`src/rtl/mram_serial_burst_ctrl_if.sv`:
```
// Host-side handshake/serial lines and MRAM pin bundle for mram_serial_burst_ctrl.
// The master side is the host plus the MRAM array; the controller uses the slave side.
interface mram_serial_burst_ctrl_if #(
  parameter int DATA_W    = 16,
  parameter int ADDR_W    = 20,
  parameter int BURST_MAX = 8
);
  localparam int NB   = DATA_W / 8;
  localparam int BL_W = $clog2(BURST_MAX + 1);

  logic              start;
  logic              rw;
  logic [NB-1:0]     byte_en;
  logic [BL_W-1:0]   burst_len;
  logic              addr_in;
  logic              data_in;
  logic              shift_en;
  logic              busy;
  logic              done;
  logic              ser_data_out;
  logic              ser_valid;
  logic [ADDR_W-1:0] addr_out;
  logic [DATA_W-1:0] data_out;
  logic              data_oe;
  logic [DATA_W-1:0] mram_rdata;
  logic              chip_en;
  logic              write_en;
  logic              out_en;
  logic [NB-1:0]     lane_en_n;

  modport master (
    output start, rw, byte_en, burst_len, addr_in, data_in, mram_rdata,
    input  shift_en, busy, done, ser_data_out, ser_valid,
           addr_out, data_out, data_oe, chip_en, write_en, out_en, lane_en_n
  );

  modport slave (
    input  start, rw, byte_en, burst_len, addr_in, data_in, mram_rdata,
    output shift_en, busy, done, ser_data_out, ser_valid,
           addr_out, data_out, data_oe, chip_en, write_en, out_en, lane_en_n
  );
endinterface

```
`src/rtl/mram_serial_burst_ctrl.sv`:
```
// Serial-to-MRAM burst controller: serial address/data in, async-SRAM-style
// access cycles with wait states, serial read data out, start/busy/done handshake.
module mram_serial_burst_ctrl #(
  parameter int DATA_W    = 16,
  parameter int ADDR_W    = 20,
  parameter int WAIT_CYC  = 3,
  parameter int BURST_MAX = 8
) (
  input logic                  clk,
  input logic                  rst,
  mram_serial_burst_ctrl_if.slave bus
);
  localparam int NB    = DATA_W / 8;
  localparam int BL_W  = $clog2(BURST_MAX + 1);
  localparam int MAXAD = (ADDR_W > DATA_W) ? ADDR_W : DATA_W;
  localparam int MAXC  = (MAXAD > WAIT_CYC) ? MAXAD : WAIT_CYC;
  localparam int CNT_W = $clog2(MAXC + 1);

  localparam logic [CNT_W-1:0] ADDR_LAST = CNT_W'(ADDR_W - 1);
  localparam logic [CNT_W-1:0] DATA_LAST = CNT_W'(DATA_W - 1);
  localparam logic [CNT_W-1:0] WAIT_LAST = CNT_W'(WAIT_CYC - 1);
  localparam logic [BL_W-1:0]  BL_MAX    = BL_W'(BURST_MAX);
  localparam logic [BL_W-1:0]  BL_ONE    = BL_W'(1);

  typedef enum logic [2:0] {
    IDLE, SHIFT_ADDR, SHIFT_DATA, ACCESS, RECOVER, SER_OUT, DONE
  } state_t;

  state_t            state, state_nxt;
  logic [CNT_W-1:0]  cnt;
  logic [BL_W-1:0]   word_cnt, burst_eff, burst_req;
  logic              rw_q;
  logic [NB-1:0]     be_q;
  logic [ADDR_W-1:0] addr_reg, addr_q, addr_cur;
  logic [DATA_W-1:0] wdata, data_q, data_cur;
  logic [DATA_W-1:0] rdata, lane_mask;
  logic              more_after_recover, more_after_ser;

  always_comb begin
    lane_mask = '0;
    for (int i = 0; i < NB; i++)
      lane_mask[8*i +: 8] = {8{be_q[i]}};
  end

  assign burst_req = (bus.burst_len == '0)    ? BL_ONE :
                     (bus.burst_len > BL_MAX) ? BL_MAX : bus.burst_len;

  // word_cnt is bumped in RECOVER, so SER_OUT already sees the post-increment value
  assign more_after_recover = (word_cnt + BL_ONE) < burst_eff;
  assign more_after_ser     = word_cnt < burst_eff;

  // The last shifted bit lands in the same edge that opens ACCESS, so forward it
  assign addr_cur = (state == SHIFT_ADDR) ? {bus.addr_in, addr_reg[ADDR_W-1:1]} : addr_reg;
  assign data_cur = (state == SHIFT_DATA) ? {bus.data_in, wdata[DATA_W-1:1]}    : wdata;

  always_comb begin
    state_nxt = state;
    case (state)
      IDLE:       if (bus.start) state_nxt = SHIFT_ADDR;
      SHIFT_ADDR: if (cnt == ADDR_LAST) state_nxt = rw_q ? SHIFT_DATA : ACCESS;
      SHIFT_DATA: if (cnt == DATA_LAST) state_nxt = ACCESS;
      ACCESS:     if (cnt == WAIT_LAST) state_nxt = RECOVER;
      RECOVER:    state_nxt = rw_q ? (more_after_recover ? SHIFT_DATA : DONE) : SER_OUT;
      SER_OUT:    if (cnt == DATA_LAST) state_nxt = more_after_ser ? ACCESS : DONE;
      DONE:       state_nxt = IDLE;
      default:    state_nxt = IDLE;
    endcase
  end

  always_comb begin
    bus.shift_en     = 1'b0;
    bus.busy         = (state != IDLE);
    bus.done         = 1'b0;
    bus.ser_valid    = 1'b0;
    bus.ser_data_out = 1'b0;
    bus.data_oe      = 1'b0;
    bus.chip_en      = 1'b1;
    bus.write_en     = 1'b1;
    bus.out_en       = 1'b1;
    bus.lane_en_n    = '1;
    case (state)
      SHIFT_ADDR, SHIFT_DATA: bus.shift_en = 1'b1;
      ACCESS: begin
        bus.chip_en   = 1'b0;
        bus.lane_en_n = ~be_q;
        bus.write_en  = ~rw_q;
        bus.out_en    = rw_q;
        bus.data_oe   = rw_q;
      end
      SER_OUT: begin
        bus.ser_valid    = 1'b1;
        bus.ser_data_out = rdata[0];
      end
      DONE:    bus.done = 1'b1;
      default: ;
    endcase
  end

  assign bus.addr_out = addr_q;
  assign bus.data_out = data_q;

  always_ff @(posedge clk) begin
    if (rst) begin
      state     <= IDLE;
      cnt       <= '0;
      word_cnt  <= '0;
      burst_eff <= '0;
      rw_q      <= 1'b0;
      be_q      <= '0;
      addr_reg  <= '0;
      addr_q    <= '0;
      wdata     <= '0;
      data_q    <= '0;
      rdata     <= '0;
    end else begin
      state <= state_nxt;
      cnt   <= (state_nxt != state) ? '0 : cnt + CNT_W'(1);
      case (state)
        IDLE: if (bus.start) begin
          rw_q      <= bus.rw;
          be_q      <= bus.byte_en;
          burst_eff <= burst_req;
          word_cnt  <= '0;
        end
        SHIFT_ADDR: addr_reg <= addr_cur;
        SHIFT_DATA: wdata    <= data_cur;
        ACCESS: if (cnt == WAIT_LAST && !rw_q) rdata <= bus.mram_rdata & lane_mask;
        RECOVER: begin
          addr_reg <= addr_reg + ADDR_W'(1);
          word_cnt <= word_cnt + BL_ONE;
        end
        SER_OUT: rdata <= rdata >> 1;
        default: ;
      endcase
      if (state_nxt == ACCESS && state != ACCESS) begin
        addr_q <= addr_cur;
        if (rw_q) data_q <= data_cur;
      end
    end
  end
endmodule

```
`src/flat_wrapper.sv`:
```
// flat-port wrapper written by rule: the top's interface ports become plain ports
module mram_serial_burst_ctrl_flat 
#(
  parameter int DATA_W    = 16,
  parameter int ADDR_W    = 20,
  parameter int WAIT_CYC  = 3,
  parameter int BURST_MAX = 8
)
  (clk, rst, bus_start, bus_rw, bus_byte_en, bus_burst_len, bus_addr_in, bus_data_in, bus_mram_rdata, bus_shift_en, bus_busy, bus_done, bus_ser_data_out, bus_ser_valid, bus_addr_out, bus_data_out, bus_data_oe, bus_chip_en, bus_write_en, bus_out_en, bus_lane_en_n);
  mram_serial_burst_ctrl_if #(.DATA_W(DATA_W), .ADDR_W(ADDR_W), .BURST_MAX(BURST_MAX)) bus_i ();
  input logic clk;
  input logic rst;
  input wire logic [$bits(bus_i.start)-1:0] bus_start;
  input wire logic [$bits(bus_i.rw)-1:0] bus_rw;
  input wire logic [$bits(bus_i.byte_en)-1:0] bus_byte_en;
  input wire logic [$bits(bus_i.burst_len)-1:0] bus_burst_len;
  input wire logic [$bits(bus_i.addr_in)-1:0] bus_addr_in;
  input wire logic [$bits(bus_i.data_in)-1:0] bus_data_in;
  input wire logic [$bits(bus_i.mram_rdata)-1:0] bus_mram_rdata;
  output wire logic [$bits(bus_i.shift_en)-1:0] bus_shift_en;
  output wire logic [$bits(bus_i.busy)-1:0] bus_busy;
  output wire logic [$bits(bus_i.done)-1:0] bus_done;
  output wire logic [$bits(bus_i.ser_data_out)-1:0] bus_ser_data_out;
  output wire logic [$bits(bus_i.ser_valid)-1:0] bus_ser_valid;
  output wire logic [$bits(bus_i.addr_out)-1:0] bus_addr_out;
  output wire logic [$bits(bus_i.data_out)-1:0] bus_data_out;
  output wire logic [$bits(bus_i.data_oe)-1:0] bus_data_oe;
  output wire logic [$bits(bus_i.chip_en)-1:0] bus_chip_en;
  output wire logic [$bits(bus_i.write_en)-1:0] bus_write_en;
  output wire logic [$bits(bus_i.out_en)-1:0] bus_out_en;
  output wire logic [$bits(bus_i.lane_en_n)-1:0] bus_lane_en_n;
  assign bus_i.start = bus_start;
  assign bus_i.rw = bus_rw;
  assign bus_i.byte_en = bus_byte_en;
  assign bus_i.burst_len = bus_burst_len;
  assign bus_i.addr_in = bus_addr_in;
  assign bus_i.data_in = bus_data_in;
  assign bus_i.mram_rdata = bus_mram_rdata;
  assign bus_shift_en = bus_i.shift_en;
  assign bus_busy = bus_i.busy;
  assign bus_done = bus_i.done;
  assign bus_ser_data_out = bus_i.ser_data_out;
  assign bus_ser_valid = bus_i.ser_valid;
  assign bus_addr_out = bus_i.addr_out;
  assign bus_data_out = bus_i.data_out;
  assign bus_data_oe = bus_i.data_oe;
  assign bus_chip_en = bus_i.chip_en;
  assign bus_write_en = bus_i.write_en;
  assign bus_out_en = bus_i.out_en;
  assign bus_lane_en_n = bus_i.lane_en_n;
  mram_serial_burst_ctrl #(.DATA_W(DATA_W), .ADDR_W(ADDR_W), .WAIT_CYC(WAIT_CYC), .BURST_MAX(BURST_MAX)) u_core (.clk(clk), .rst(rst), .bus(bus_i));
endmodule
```
`config.mk`:
```
export PLATFORM = sky130hd
export DESIGN_NAME = mram_serial_burst_ctrl_flat
export DESIGN_NICKNAME = d
export VERILOG_FILES = /design/src/rtl/mram_serial_burst_ctrl_if.sv /design/src/rtl/mram_serial_burst_ctrl.sv /design/src/flat_wrapper.sv
export SDC_FILE = /design/constraint.sdc
export NUM_CORES = 1
export LEC_CHECK = 0
export ABC_AREA = 1
export ABC_CLOCK_PERIOD_IN_PS = 2000
export CORE_MARGIN = 2
export CORE_UTILIZATION = 51
export CTS_BUF_LIST = sky130_fd_sc_hd__clkbuf_2 sky130_fd_sc_hd__clkbuf_4 sky130_fd_sc_hd__clkbuf_8
export DETAILED_ROUTE_END_ITERATION = 12
export GPL_ROUTABILITY_DRIVEN = 0
export GPL_TIMING_DRIVEN = 0
export PLACE_DENSITY = 0.76
export SYNTH_ARGS = -nofsm -noshare
export SYNTH_HDL_FRONTEND = slang
export SYNTH_SLANG_ARGS = --single-unit
```
`constraint.sdc`:
```
create_clock -name clk -period 2 [get_ports clk]
set_input_delay 0.4 -clock clk [delete_from_list [all_inputs] [get_ports clk]]
set_output_delay 0.4 -clock clk [all_outputs]
set_load 0.02 [all_outputs]
```
# Word level (Yosys, flattened, before mapping)
# Cells that the tools add are included.
# Widths: inputs -> output; s select.
[op_classes]
add_sub_neg = 3
order_cmp = 3
eq_ne = 14
mux = 28
bitwise = 3
n_reduce_logical = 15
[op_table]
columns = ["op", "count"]
rows = [
  ["$pmux 20 s2", 1],
  ["$mux 16", 2],
  ["$pmux 16 s2", 1],
  ["$mux 3", 8],
  ["$add 20x1->20 const B", 1],
  ["$mux 20", 1],
  ["$pmux 3 s6", 1],
  ["$and 16x16->16", 1],
  ["$mux 4", 3],
  ["$eq 3x2->1 const B", 3],
  ["$eq 3x3->1 const B", 3],
  ["$mux 1", 9],
  ["$lt 4x4->1", 2],
  ["$pmux 4 s2", 1],
  ["$reduce_and 2->1", 4],
  ["$reduce_bool 2->1", 3],
  ["$add 5x1->5 const B", 1],
  ["$eq 5x2->1 const B", 1],
  ["$eq 5x4->1 const B", 1],
  ["$eq 5x5->1 const B", 1],
  ["$add 4x1->4 const B", 1],
  ["$gt 4x4->1 const B", 1],
  ["$logic_not 4->1", 1],
  ["$reduce_or 2->1", 2],
  ["12 further kinds", 13],
]
[totals]
reg_bits = 107

# Logic depth before layout (Yosys ltp)
# Gate-level depths: netlist of the first run.
[depth]
word_depth = 8
mapped_depth = 16
mapped_depth_nobuf = 15

# Worst setup path after synthesis of the first run
# Ideal clock, no wire load.
[synth_path]
kind = "reg2reg"
from = "register u_core.cnt[0]"
to = "register u_core.addr_q[10], in the netlist u_core.bus.addr_out[10]"
setup_time_ns = 0.116
t_arrival_ns = 1.810
setup_slack_ns = 0.074
path_stages_with_launch = 15
synth_period_minus_slack_ns = 1.926
cell_sequence = "dfxtp_1 -> ha_1 -> nand2_1 -> nor2_1 -> ha_1 -> inv_1 -> nor3b_1 -> nand2_1 -> nand2_1 -> nand2_2 -> nand2_8 -> nand2_2 -> buf_2 -> o21ai_0 -> nor2_1"
[synth_via]
elab_chain_cells = 5
word_cells_on_any_way = 10
classes_between = "4 x eq/ne; 5 x mux; 1 x reduce/logical"
[synth_rtl]
columns = ["element", "line_no", "text"]
rows = [
  ["from (decl)", "mram_serial_burst_ctrl.sv:30", "logic [CNT_W-1:0] cnt;"],
  ["from (signal assigned)", "mram_serial_burst_ctrl.sv:117", "cnt <= (state_nxt != state) ? '0 : cnt + CNT_W'(1);"],
  ["$eq 5x4->1, or another cell as far along", "mram_serial_burst_ctrl.sv:61, mram_serial_burst_ctrl.sv:64", ""],
  ["$mux 3 (on tied branches)", "--", ""],
  ["$pmux 3 s6 (*)", "mram_serial_burst_ctrl.sv:58", "case (state)"],
  ["$eq 3x2->1 (*)", "mram_serial_burst_ctrl.sv:135", "if (state_nxt == ACCESS && state != ACCESS) begin"],
  ["$logic_and 1x1->1 (*)", "mram_serial_burst_ctrl.sv:135", ""],
  ["to (signal assigned)", "mram_serial_burst_ctrl.sv:136", "addr_q <= addr_cur;"],
  ["to (decl)", "mram_serial_burst_ctrl.sv:34", "logic [ADDR_W-1:0] addr_reg, addr_q, addr_cur;"],
]
# Every way passes the cells marked *; elsewhere a longest branch is shown, timed or not.
# A chain may end at the register's enable or synchronous reset.

# Final worst setup path of the first run
[layout_path]
from = "register u_core.cnt[0]"
to = "register u_core.addr_q[8], in the netlist u_core.bus.addr_out[8]"
# Same word-level chain as after synthesis.

==> run summary, run 1 <==
Outcome: finished with violations
Violated checks: setup timing
Worst hold path endpoint: u_core.burst_eff[2]
Cts bufs inserted: 9
Synth top area share: 40.69%
Initial core utilization: 51.68%
Max-cap violations: 0
Boundary Pins: 75
Skew final: 0.007409 ns
Core area: 10,180 um2
Fin nets: 893
Grt total ovfl: 0
# diodes: 0
Final setup TNS: -0.1774 ns
Fmax: 494.6 MHz
CTS Hold Bufs: 0
Share of cells above drive strength 1: 21.30%
Drt pass-1 iters: 5
Post-detailed-placement half-perimeter wirelength: 9837 um
Site row count: 37
Residual DRC: 0
Dpl cell area: 6175 um2
Reg clk slew, reported paths: 0.11 ns
RSZ-0062 raised after global routing: true
Drt via density: 5.344
Die Span Y: 105.6 um
Filler cells: 801
CTS tree: yes
Total track usage: 25.39%
Post-layout min period: 2.022 ns
Post-route ant nets: 0
Vias in the first global route: 4,920
Internal reg-to-reg setup slack: -0.02 ns
Vias: 5,317
Synth Net Count: 786
Routed length per instance: 14.40 um
Syn Area/Cell: 7.047 um2
Max FO, Critical Path: 6
Largest net degree at the start of global routing: 19
CP Launch Type: register
Post-synthesis sequential area ratio: 40.69%
Critical path class: reg2reg
Cell area after synthesis: 5264 um2
First-pass GRT wire length: 23,020 um
Peak VDD IR: 0.3397 mV
Critical path capture point type: register
Rel. slew slack: 51.38%
Power, Total: 4.161 mW
Reg-to-reg endpoint: u_core.bus.addr_out[8]
Power per cell area: 589.3 nW/um2
Period utilisation layout: 101.1%
Chip width: 105.6 um
Max Slew Vio Count: 0
CP required: 2.29 ns
Routed WL: 14,330 um
Post-synth top area cell: dfxtp_1
Setup slack at placement: -0.3521 ns
Critical path arrival: 2.32 ns
Fin area: 7061 um2
Initial antenna violation count: 0
Hold path depth: 2
Number of port buffers: 74
Clock buffer depth: 2
Largest cells by area after synthesis: dfxtp_1 41%, nand2_1 11%, nor2_1 7.4%
Final hold viol count: 0
Setup-failing EPs final: 17
Initial DRC Count: 370
Final setup margin: -0.02185 ns
Yosys warnings: 0
R2R Path Start: u_core.cnt[0]
H-Tree Depth: 3
DIE AREA: 11,150 um2
Layout area overhead: 34.13%
Seq cells post-synth: 107
Leakage: 2.952 nW
Gate count of the mapped netlist: 747
Final Core Density: 69.32%
CTS root buf: clkbuf_8
Clock latency on the worst-skew pair: 0.39 ns
CTS sink cnt: 107
Worst r2r path cells: 16
HP Start: u_core.burst_eff[2]
Synth cell types: 36
Worst-margin pin slew: 0.7294 ns
Worst min path class: reg2reg
-- kinds of logic after synthesis --
kind of cell | after synthesis | synth area share (%)
flip-flops | 107 | 40.69
multiplexers | 14 | 2.662
AO/OA/AOI/OAI | 131 | 13.43
XOR/XNOR | 13 | 2.163
adder cells (fa/ha/maj) | 11 | 2.615
AND/OR/NAND/NOR | 334 | 27.62
buffers and inverters | 137 | 10.82
-- cell type report --
class	count	area (um2)	area share, %
Tap cell	136	170.2	2.410
Clock buffer	9	123.9	1.754
Buffer	36	249.0	3.526
Inverter	99	386.6	5.476
Sequential cell	107	2155	30.52
Clock inverter	7	98.84	1.400
Timing Repair Buffer	98	948.4	13.43
Multi-Input combinational cell	503	2929	41.49
-- stage by stage --
stage                     hold WS (ns)  instances
after floorplan                 0.4297        747
after global placement          0.4414        957
after detailed placement        0.4566        957
after CTS                       0.4724        985
after global routing            0.4992        995
final                           0.4714        995
-- critical path, cell delays in order (launching register included) --
cell,delay (ns)
dfxtp_4,0.37
ha_4,0.16
nand2_2,0.06
nor2_2,0.03
ha_2,0.19
buf_4,0.15
nand3_2,0.06
nand2_1,0.06
nor2_1,0.12
nand2_1,0.08
inv_2,0.10
nand2_8,0.09
nand2_8,0.13
inv_8,0.06
buf_8,0.13
nor2_2,0.08
nor2_1,0.05
-- layout by cell type (no fill, tap or decap), types with 29 or more instances in the layout --
master / instances
nand2_1: 129
nand3_1: 29
a21oi_1: 38
nor2_1: 73
clkdlybuf4s50_1: 63
o21ai_0: 44
dfxtp_1: 103
inv_1: 83
-- report_power, final --
part	internal [mW]	leakage (nW)	switching, mW	total, mW
registers	2.16	0.867	0.0358	2.20
logic	0.175	1.98	0.269	0.444
clock network	0.715	0.110	0.807	1.52
total	3.05	2.95	1.11	4.16
-- timing repair --
action,in CTS,in global routing
pin swaps,24,28
gates resized for setup,119,84
endpoints found under the setup margin,52,52
gates cloned,6,0
buffers inserted,8,10
-- cells in the mapped netlist --
master    instances
mux2i_1          14
nor3_2            1
nand2_2           7
xor2_1           11
a21oi_1          38
inv_2             5
o21ai_2           1
nand2_8           1
nand4_1          21
buf_1             3
nor2_4            2
nand2_1         152
nand3_4           1
buf_6             3
xnor2_1           2
a22oi_1           7
nor3_1            8
o21ai_1          13
o21ai_0          55
nand3_1          31
nor2_1          104
dfxtp_1         107
clkbuf_1         14
nor3b_1           1
o211ai_1          3
buf_4             4
a31oi_1          10
a211oi_1          3
inv_1            93
nor2_2            1
clkinv_1          1
buf_2            14
or2_2             3
o31ai_1           1
ha_1             11
nand3b_4          1
-- layer usage --
layer | GRT usage [%] | part of all wire, % | vias up | wire (um)
li1 | - | - | 2609 | -
met1 | 32.61 | 42 | 2459 | 5999
met2 | 42.95 | 49 | 217 | 7047
met3 | 4.638 | 6.8 | 32 | 981
met4 | 8.553 | 2.1 | 0 | 299
met5 | 0 | 0 | - | 0
-- how the worst max path moves through the flow --
| stage | end | slack, ns | from |
|---|---|---|---|
| final | u_core.bus.addr_out[8] | -0.02 | u_core.cnt[0] |
| after global routing | u_core.bus.addr_out[15] | -0.12 | u_core.cnt[0] |
| after global placement | bus_shift_en | -0.23 | u_core.state[0] |
| after detailed placement | u_core.bus.addr_out[8] | -0.35 | u_core.cnt[0] |
| after CTS | bus_shift_en | -0.09 | u_core.state[2] |
| after floorplan | u_core.bus.addr_out[10] | 0.07 | u_core.cnt[0] |
No activity file was read; power rests on OpenSTA's default activity.
==> run 2: changes to the inputs <==
--- a/config.mk
+++ b/config.mk
@@ -10,10 +10,12 @@
 export CORE_MARGIN = 2
 export CORE_UTILIZATION = 51
 export CTS_BUF_LIST = sky130_fd_sc_hd__clkbuf_2 sky130_fd_sc_hd__clkbuf_4 sky130_fd_sc_hd__clkbuf_8
+export CTS_CLUSTER_SIZE = 12
 export DETAILED_ROUTE_END_ITERATION = 12
 export GPL_ROUTABILITY_DRIVEN = 0
 export GPL_TIMING_DRIVEN = 0
 export PLACE_DENSITY = 0.76
+export SETUP_SLACK_MARGIN = 0.15
 export SYNTH_ARGS = -nofsm -noshare
 export SYNTH_HDL_FRONTEND = slang
 export SYNTH_SLANG_ARGS = --single-unit
==> run 2 against run 1 <==
The run still ends with setup timing left; clock skew down 0.00072 ns; fmax fell by 1.9%; total power fell by 3.4%; critical path depth decreased by 1; utilization decreased by 0.97 points; count of clock-buffer cells in the layout is 3 higher; non-clock buffer count is the same; die area unchanged; combinational power up 1%.
==> run summary, run 2 (same netlist as run 1, synthesis figures left out) <==
Critical path arrival: 2.37 ns (was 2.32 ns)
H-Tree Depth: 3 (unchanged)
Worst hold path endpoint: u_core.burst_eff[1] (was u_core.burst_eff[2])
Site row count: 37 (unchanged)
Period utilisation layout: 103.1% (was 101.1%)
Total track usage: 24.51% (was 25.39%)
R2R Path Start: u_core.cnt[1] (was u_core.cnt[0])
CTS root buf: clkbuf_8 (unchanged)
Initial DRC Count: 283 (was 370)
Drt via density: 5.301 (was 5.344)
Critical path class: reg2reg (unchanged)
Reg-to-reg endpoint: u_core.bus.data_out[9] (was u_core.bus.addr_out[8])
Clock latency on the worst-skew pair: 0.37 ns (was 0.39 ns)
CP Launch Type: register (unchanged)
CTS tree: yes (unchanged)
Post-route ant nets: 0 (unchanged)
Residual DRC: 0 (unchanged)
Layout area overhead: 32.26% (was 34.13%)
Worst-margin pin slew: 0.6878 ns (was 0.7294 ns)
Worst r2r path cells: 15 (was 16)
Number of port buffers: 74 (unchanged)
Max-cap violations: 0 (unchanged)
Final hold slack: 0.4743 ns (was 0.4714 ns)
Post-layout min period: 2.061 ns (was 2.022 ns)
Crit-path cells: ha_4 -> nand2_1 -> nor2_1 -> ha_2 -> inv_2 -> nor3b_2 -> nand2_1 -> nand2_1 -> nand2_2 -> nand2_8 -> nand3_4 -> buf_6 -> nand2_2 -> inv_1 -> nor2_1 (was ha_4 -> nand2_2 -> nor2_2 -> ha_2 -> buf_4 -> nand3_2 -> nand2_1 -> nor2_1 -> nand2_1 -> inv_2 -> nand2_8 -> nand2_8 -> inv_8 -> buf_8 -> nor2_2 -> nor2_1)
DIE AREA: 11,150 um2 (unchanged)
Filler cells: 798 (was 801)
CP max stage delay: 0.37 ns (about the same)
Most used cell, CP: nand2_1
Leakage: 2.936 nW (was 2.952 nW)
Core area: 10,180 um2 (unchanged)
Cts bufs inserted: 9 (unchanged)
Area occupied by multi-input gates: 2863 um2 (was 2929 um2)
Rel. slew slack: 54.15% (was 51.38%)
Violated checks: setup timing (unchanged)
Drt pass-1 iters: 5 (unchanged)
Most frequent cells in the layout: 133 x nand2_1, 100 x dfxtp_1, 88 x nor2_1, 80 x inv_1, 63 x clkdlybuf4s50_1 (was 129 x nand2_1, 103 x dfxtp_1, 83 x inv_1, 73 x nor2_1, 63 x clkdlybuf4s50_1)
Die Span Y: 105.6 um (unchanged)
FF+latch area: 2156 um2 (was 2155 um2)
Fin nets: 893 (unchanged)
Vias: 5,274 (was 5,317)
RSZ-0062 raised after global routing: true (unchanged)
Chip width: 105.6 um (unchanged)
Final Core Density: 68.35% (was 69.32%)
Grt total ovfl: 0 (unchanged)
Skew final: 0.006685 ns (was 0.007409 ns)
Final hold viol count: 0 (unchanged)
Routed length per instance: 13.89 um (was 14.40 um)
First-pass GRT wire length: 22,650 um (was 23,020 um)
Final setup margin: -0.06142 ns (was -0.02185 ns)
Setup crit start: u_core.cnt[1] (was u_core.cnt[0])
Setup-failing EPs final: 37 (was 17)
Peak VDD IR: 0.3576 mV (was 0.3397 mV)
Initial antenna violation count: 0 (unchanged)
Reg clk slew, reported paths: 0.10 ns (was 0.11 ns)
Outcome: finished with violations (unchanged)
Commonest non-fill, non-tap cell in the layout: nand2_1 (unchanged)
HP Start: u_core.burst_eff[1] (was u_core.burst_eff[2])
CTS Hold Bufs: 0 (unchanged)
Largest net degree at the start of global routing: 17 (was 19)
Post-detailed-placement half-perimeter wirelength: 9466 um (was 9837 um)
Vias in the first global route: 4,990 (was 4,920)
Crit-path slowest cell: dfxtp_2 (was dfxtp_4)
Max Slew Vio Count: 0 (unchanged)
Share of cells above drive strength 1: 20.72% (was 21.30%)
Initial core utilization: 51.68% (unchanged)
Max FO, Critical Path: 5 (was 6)
Fmax: 485.1 MHz (was 494.6 MHz)
Worst min path class: reg2reg (unchanged)
Critical path capture point type: register (unchanged)
Routed WL: 13,820 um (was 14,330 um)
Boundary Pins: 75 (unchanged)
Clock buffer depth: 2 (unchanged)
Power, Total: 4.018 mW (was 4.161 mW)
CTS sink cnt: 107 (unchanged)
CP required: 2.31 ns (was 2.29 ns)
Hold path depth: 2 (unchanged)
# diodes: 0 (unchanged)
Internal reg-to-reg setup slack: -0.06 ns (was -0.02 ns)
Power per cell area: 577.1 nW/um2 (was 589.3 nW/um2)
run 2: cell types whose count changed in the layout (fill, tap and decap cells not counted), sizes merged, moves of 2 or more:
cell | before | now
buf | 49 | 54
clkbuf | 24 | 28
clkdlybuf4s15 | 4 | 1
dlygate4sd2 | 3 | 0
inv | 100 | 98
run 2: how the worst max path moves through the flow:
stage	endpoint	cells after the start
floorplan	u_core.bus.addr_out[1]	14
global placement	bus_shift_en	7
detailed placement	bus_shift_en	7
CTS	bus_shift_en	7
global route	u_core.bus.data_out[8]	15
finish	u_core.bus.data_out[9]	15
run 2: cell type report:
type                       count  area share [%]
buffer                        38           3.990
multi-input combinational    503           41.12
timing repair buffer          96           13.01
clock inverter                 4          0.7189
inverter                      99           5.554
clock buffer                  12           2.193
tap                          136           2.444
sequential                   107           30.97
run 2: where the power goes:
group          total, mW  switching [mW]  leakage, nW  internal, mW
Combinational      0.449           0.269         1.97         0.180
Clock               1.38           0.734       0.0994         0.641
Sequential          2.19          0.0344        0.868          2.16
Total               4.02            1.04         2.94          2.98
run 2: worst max-delay path: cells and delay by family (launching register included):
family,cells,cell delay [ns]
and+or+nand+nor,10,0.99
DFF,1,0.37
adders and majority gates,2,0.37
buffers and inverters,3,0.26
run 2: stage by stage:
step	instance area [um2]	setup slack (ns)	std cells	setup TNS, ns
2_1_floorplan	5286	0.1775	747	0
3_3_place_gp	6197	-0.2338	957	-2.726
3_5_place_dp	6197	-0.2464	957	-5.604
4_1_cts	6766	-0.03293	990	-0.2192
5_1_grt	6962	-0.1518	995	-4.726
6_report	6962	-0.06142	995	-1.363
run 2: what timing repair did:
item	4_1_cts	5_1_grt
pin swaps	23	16
gates cloned	5	0
buffers inserted	12	5
gates resized for setup	125	69
setup endpoints to repair	53	78
run 2: layer usage:
metal | share of wire [%] | GRT usage [%] | wire [um] | vias up
li1 | - | - | - | 2612
met5 | 0 | 0 | 0 | -
met2 | 49 | 40.92 | 6719 | 233
met3 | 6.7 | 2.845 | 926 | 26
met1 | 43 | 32.57 | 5935 | 2403
met4 | 1.7 | 9.211 | 235 | 0
==> run 3: changes to the inputs <==
--- a/config.mk
+++ b/config.mk
@@ -5,7 +5,6 @@
 export SDC_FILE = /design/constraint.sdc
 export NUM_CORES = 1
 export LEC_CHECK = 0
-export ABC_AREA = 1
 export ABC_CLOCK_PERIOD_IN_PS = 2000
 export CORE_MARGIN = 2
 export CORE_UTILIZATION = 51
==> run 3 against run 2 <==
Register-to-register slack lost 0.27 ns; worst setup slack lost 0.27 ns; highest routed layer unchanged; synthesized cell count shrank 13%; largest cell class unchanged; via count grew 16%; critical path type unchanged; final cell count shrank 3.8%; critical endpoint is now u_core.bus.data_out[8]; the run still ends with setup timing left.
==> run summary, run 3 <==
Synth Flop Type: dfxtp_1 (unchanged)
Synth cell types: 64 (was 36)
Final setup margin: -0.3343 ns (was -0.06142 ns)
CP Launch Type: register (unchanged)
CTS root buf: clkbuf_8 (unchanged)
CTS tree: yes (unchanged)
Site row count: 37 (unchanged)
Post-synth top area cell: dfxtp_1 (unchanged)
Setup slack at placement: -0.6311 ns (was -0.2464 ns)
H-Tree Depth: 3 (unchanged)
Max-cap violations: 0 (unchanged)
Final hold viol count: 0 (unchanged)
Seq cells post-synth: 107 (unchanged)
Worst min path class: reg2reg (unchanged)
Post-layout min period: 2.334 ns (was 2.061 ns)
Gate count of the mapped netlist: 651 (was 747)
Residual DRC: 0 (unchanged)
Syn Area/Cell: 8.313 um2 (was 7.047 um2)
Peak VDD IR: 0.5359 mV (was 0.3576 mV)
Initial core utilization: 52.42% (was 51.68%)
Synth top area share: 39.58% (was 40.69%)
Post-synthesis async set-or-reset flop share: 0% (unchanged)
Worst-margin pin slew: 0.6193 ns (was 0.6878 ns)
CP required: 2.28 ns (was 2.31 ns)
Final Non-Filler Cells: 957 (was 995)
CP max stage delay: 0.37 ns (about the same)
Cts bufs inserted: 9 (unchanged)
RSZ-0062 raised after global routing: true (unchanged)
Fmax: 428.4 MHz (was 485.1 MHz)
Core area: 10,320 um2 (was 10,180 um2)
Initial antenna violation count: 0 (unchanged)
Critical path arrival: 2.62 ns (was 2.37 ns)
Total track usage: 27.91% (was 24.51%)
Fin nets: 855 (was 893)
Post-route ant nets: 0 (unchanged)
Post-detailed-placement half-perimeter wirelength: 10,430 um (was 9466 um)
Largest cells by area after synthesis: dfxtp_1 40%, nand2_1 5.4%, nor2_1 5.1% (was dfxtp_1 41%, nand2_1 11%, nor2_1 7.4%)
DIE AREA: 11,450 um2 (was 11,150 um2)
Fin area: 8189 um2 (was 6962 um2)
Rel. slew slack: 58.71% (was 54.15%)
Layout area overhead: 51.33% (was 32.26%)
Top-count cell post-synth: dfxtp_1 (was nand2_1)
Commonest non-fill, non-tap cell in the layout: dfxtp_1 (was nand2_1)
Violated checks: setup timing (unchanged)
Internal reg-to-reg setup slack: -0.33 ns (was -0.06 ns)
Die Span Y: 107.0 um (was 105.6 um)
First-pass GRT wire length: 25,810 um (was 22,650 um)
Post-synth EDFFs: 0 (unchanged)
Critical path capture point type: register (unchanged)
Power per cell area: 507.5 nW/um2 (was 577.1 nW/um2)
CTS Hold Bufs: 0 (unchanged)
Largest net degree at the start of global routing: 20 (was 17)
Critical path class: reg2reg (unchanged)
Leakage: 3.044 nW (was 2.936 nW)
Synth Net Count: 690 (was 786)
Reg clk slew, reported paths: 0.11 ns (was 0.10 ns)
Final Core Density: 79.32% (was 68.35%)
Post-synthesis sequential area ratio: 39.58% (was 40.69%)
Clock latency on the worst-skew pair: 0.39 ns (was 0.37 ns)
Cell area after synthesis: 5411 um2 (was 5264 um2)
Vias: 6,113 (was 5,274)
Dpl cells: 861 (was 957)
Share of cells above drive strength 1: 31.79% (was 20.72%)
Initial DRC Count: 716 (was 283)
Routed WL: 20,060 um (was 13,820 um)
Max Slew Vio Count: 0 (unchanged)
CTS sink cnt: 107 (unchanged)
Outcome: finished with violations (unchanged)
Routed length per instance: 20.97 um (was 13.89 um)
Most frequent cells in the layout: 96 x dfxtp_1, 73 x nand2_1, 68 x nor2_1, 62 x clkdlybuf4s50_1, 52 x buf_4 (was 133 x nand2_1, 100 x dfxtp_1, 88 x nor2_1, 80 x inv_1, 63 x clkdlybuf4s50_1)
Period utilisation layout: 116.7% (was 103.1%)
Drt via density: 6.388 (was 5.301)
Boundary Pins: 75 (unchanged)
Crit-path slowest cell: dfxtp_4 (was dfxtp_2)
Chip width: 107.0 um (was 105.6 um)
Commonest cells post-synth: 107 x dfxtp_1, 78 x nand2_1, 73 x nor2_1 (was 152 x nand2_1, 107 x dfxtp_1, 104 x nor2_1)
Yosys warnings: 0 (unchanged)
Crit-path cells: ha_4 -> and3_4 -> ha_4 -> mux2_4 -> a221oi_4 -> buf_12 -> a211oi_4 -> buf_6 -> buf_6 -> mux2_4 (was ha_4 -> nand2_1 -> nor2_1 -> ha_2 -> inv_2 -> nor3b_2 -> nand2_1 -> nand2_1 -> nand2_2 -> nand2_8 -> nand3_4 -> buf_6 -> nand2_2 -> inv_1 -> nor2_1)
Vias in the first global route: 5,370 (was 4,990)
# diodes: 0 (unchanged)
Setup-failing EPs final: 64 (was 37)
Skew final: 0.02139 ns (was 0.006685 ns)
Drt pass-1 iters: 8 (was 5)
Final hold slack: 0.4711 ns (was 0.4743 ns)
Clock buffer depth: 2 (unchanged)
Number of port buffers: 74 (unchanged)
Grt total ovfl: 0 (unchanged)
Max FO, Critical Path: 5 (unchanged)
Dpl cell area: 6504 um2 (was 6197 um2)
==> run 3: repair_timing <==
action | CTS | global route
gates cloned | 3 | 4
setup buffers | 34 | 39
setup endpoints to repair | 107 | 106
resized for setup | 152 | 155
pin swaps | 21 | 51
==> run 3: critical path: cells and delay by family, from the launching register on <==
| family | cells | cell delay [ns] |
|---|---|---|
| flops | 1 | 0.37 |
| simple gates | 1 | 0.18 |
| compound gates | 2 | 0.30 |
| mux | 2 | 0.60 |
| buf+inv | 3 | 0.44 |
| fa+ha+maj | 2 | 0.33 |
==> run 3: cell families (layout without fill, tap and decap cells) <==
logic type | after synthesis | count (layout) | synth area share [%]
AO/OA/AOI/OAI | 154 | 154 | 20.60
XOR/XNOR | 5 | 5 | 0.8094
adder cells (fa/ha/maj) | 11 | 11 | 2.543
buffers and inverters | 76 | 246 | 5.734
flip-flops | 107 | 107 | 39.58
multiplexers | 29 | 29 | 5.804
AND/OR/NAND/NOR | 269 | 269 | 24.92
==> run 3: area by class of cell <==
class	count	area (um2)
timing repair buffer	154	1536
fill	610	2135
multi-input combinational	468	3515
tap	136	170.2
buffer	56	509.2
clock inverter	7	83.83
inverter	20	87.58
sequential	107	2163
clock buffer	9	123.9
==> run 3: metal layers <==
layer  share of wire, %  routed length [um]  vias to the layer above  track usage, %
li1                   -                   -                     2681               -
met2                 49                9808                      381           46.27
met1                 39                7830                     2954           35.71
met3                7.2                1453                       97           5.957
met5                  0                   0                        -               0
met4                4.8                 971                        0           10.20
==> run 3: worst paths after layout <==
kind	startpoint	endpoint	depth (start not counted)
hold / removal	u_core.wdata[0]	u_core.wdata[0]	2
setup reg to reg	u_core.cnt[1]	u_core.bus.data_out[8]	10
hold reg to reg	u_core.wdata[0]	u_core.wdata[0]	2
setup / recovery	u_core.cnt[1]	u_core.bus.data_out[8]	10
==> run 3: metrics by stage <==
step,TNS [ns],total power [mW]
after floorplan,-3.526,2.433
after global placement,-33.97,2.563
after detailed placement,-37.13,2.574
after CTS,-7.634,4.017
after global routing,-14.91,4.282
final,-11.99,4.156
==> run 3: power breakdown <==
group	leakage [nW]	switching (mW)	internal, mW
logic	2.07	0.306	0.234
clock network	0.102	0.835	0.602
registers	0.870	0.0260	2.15
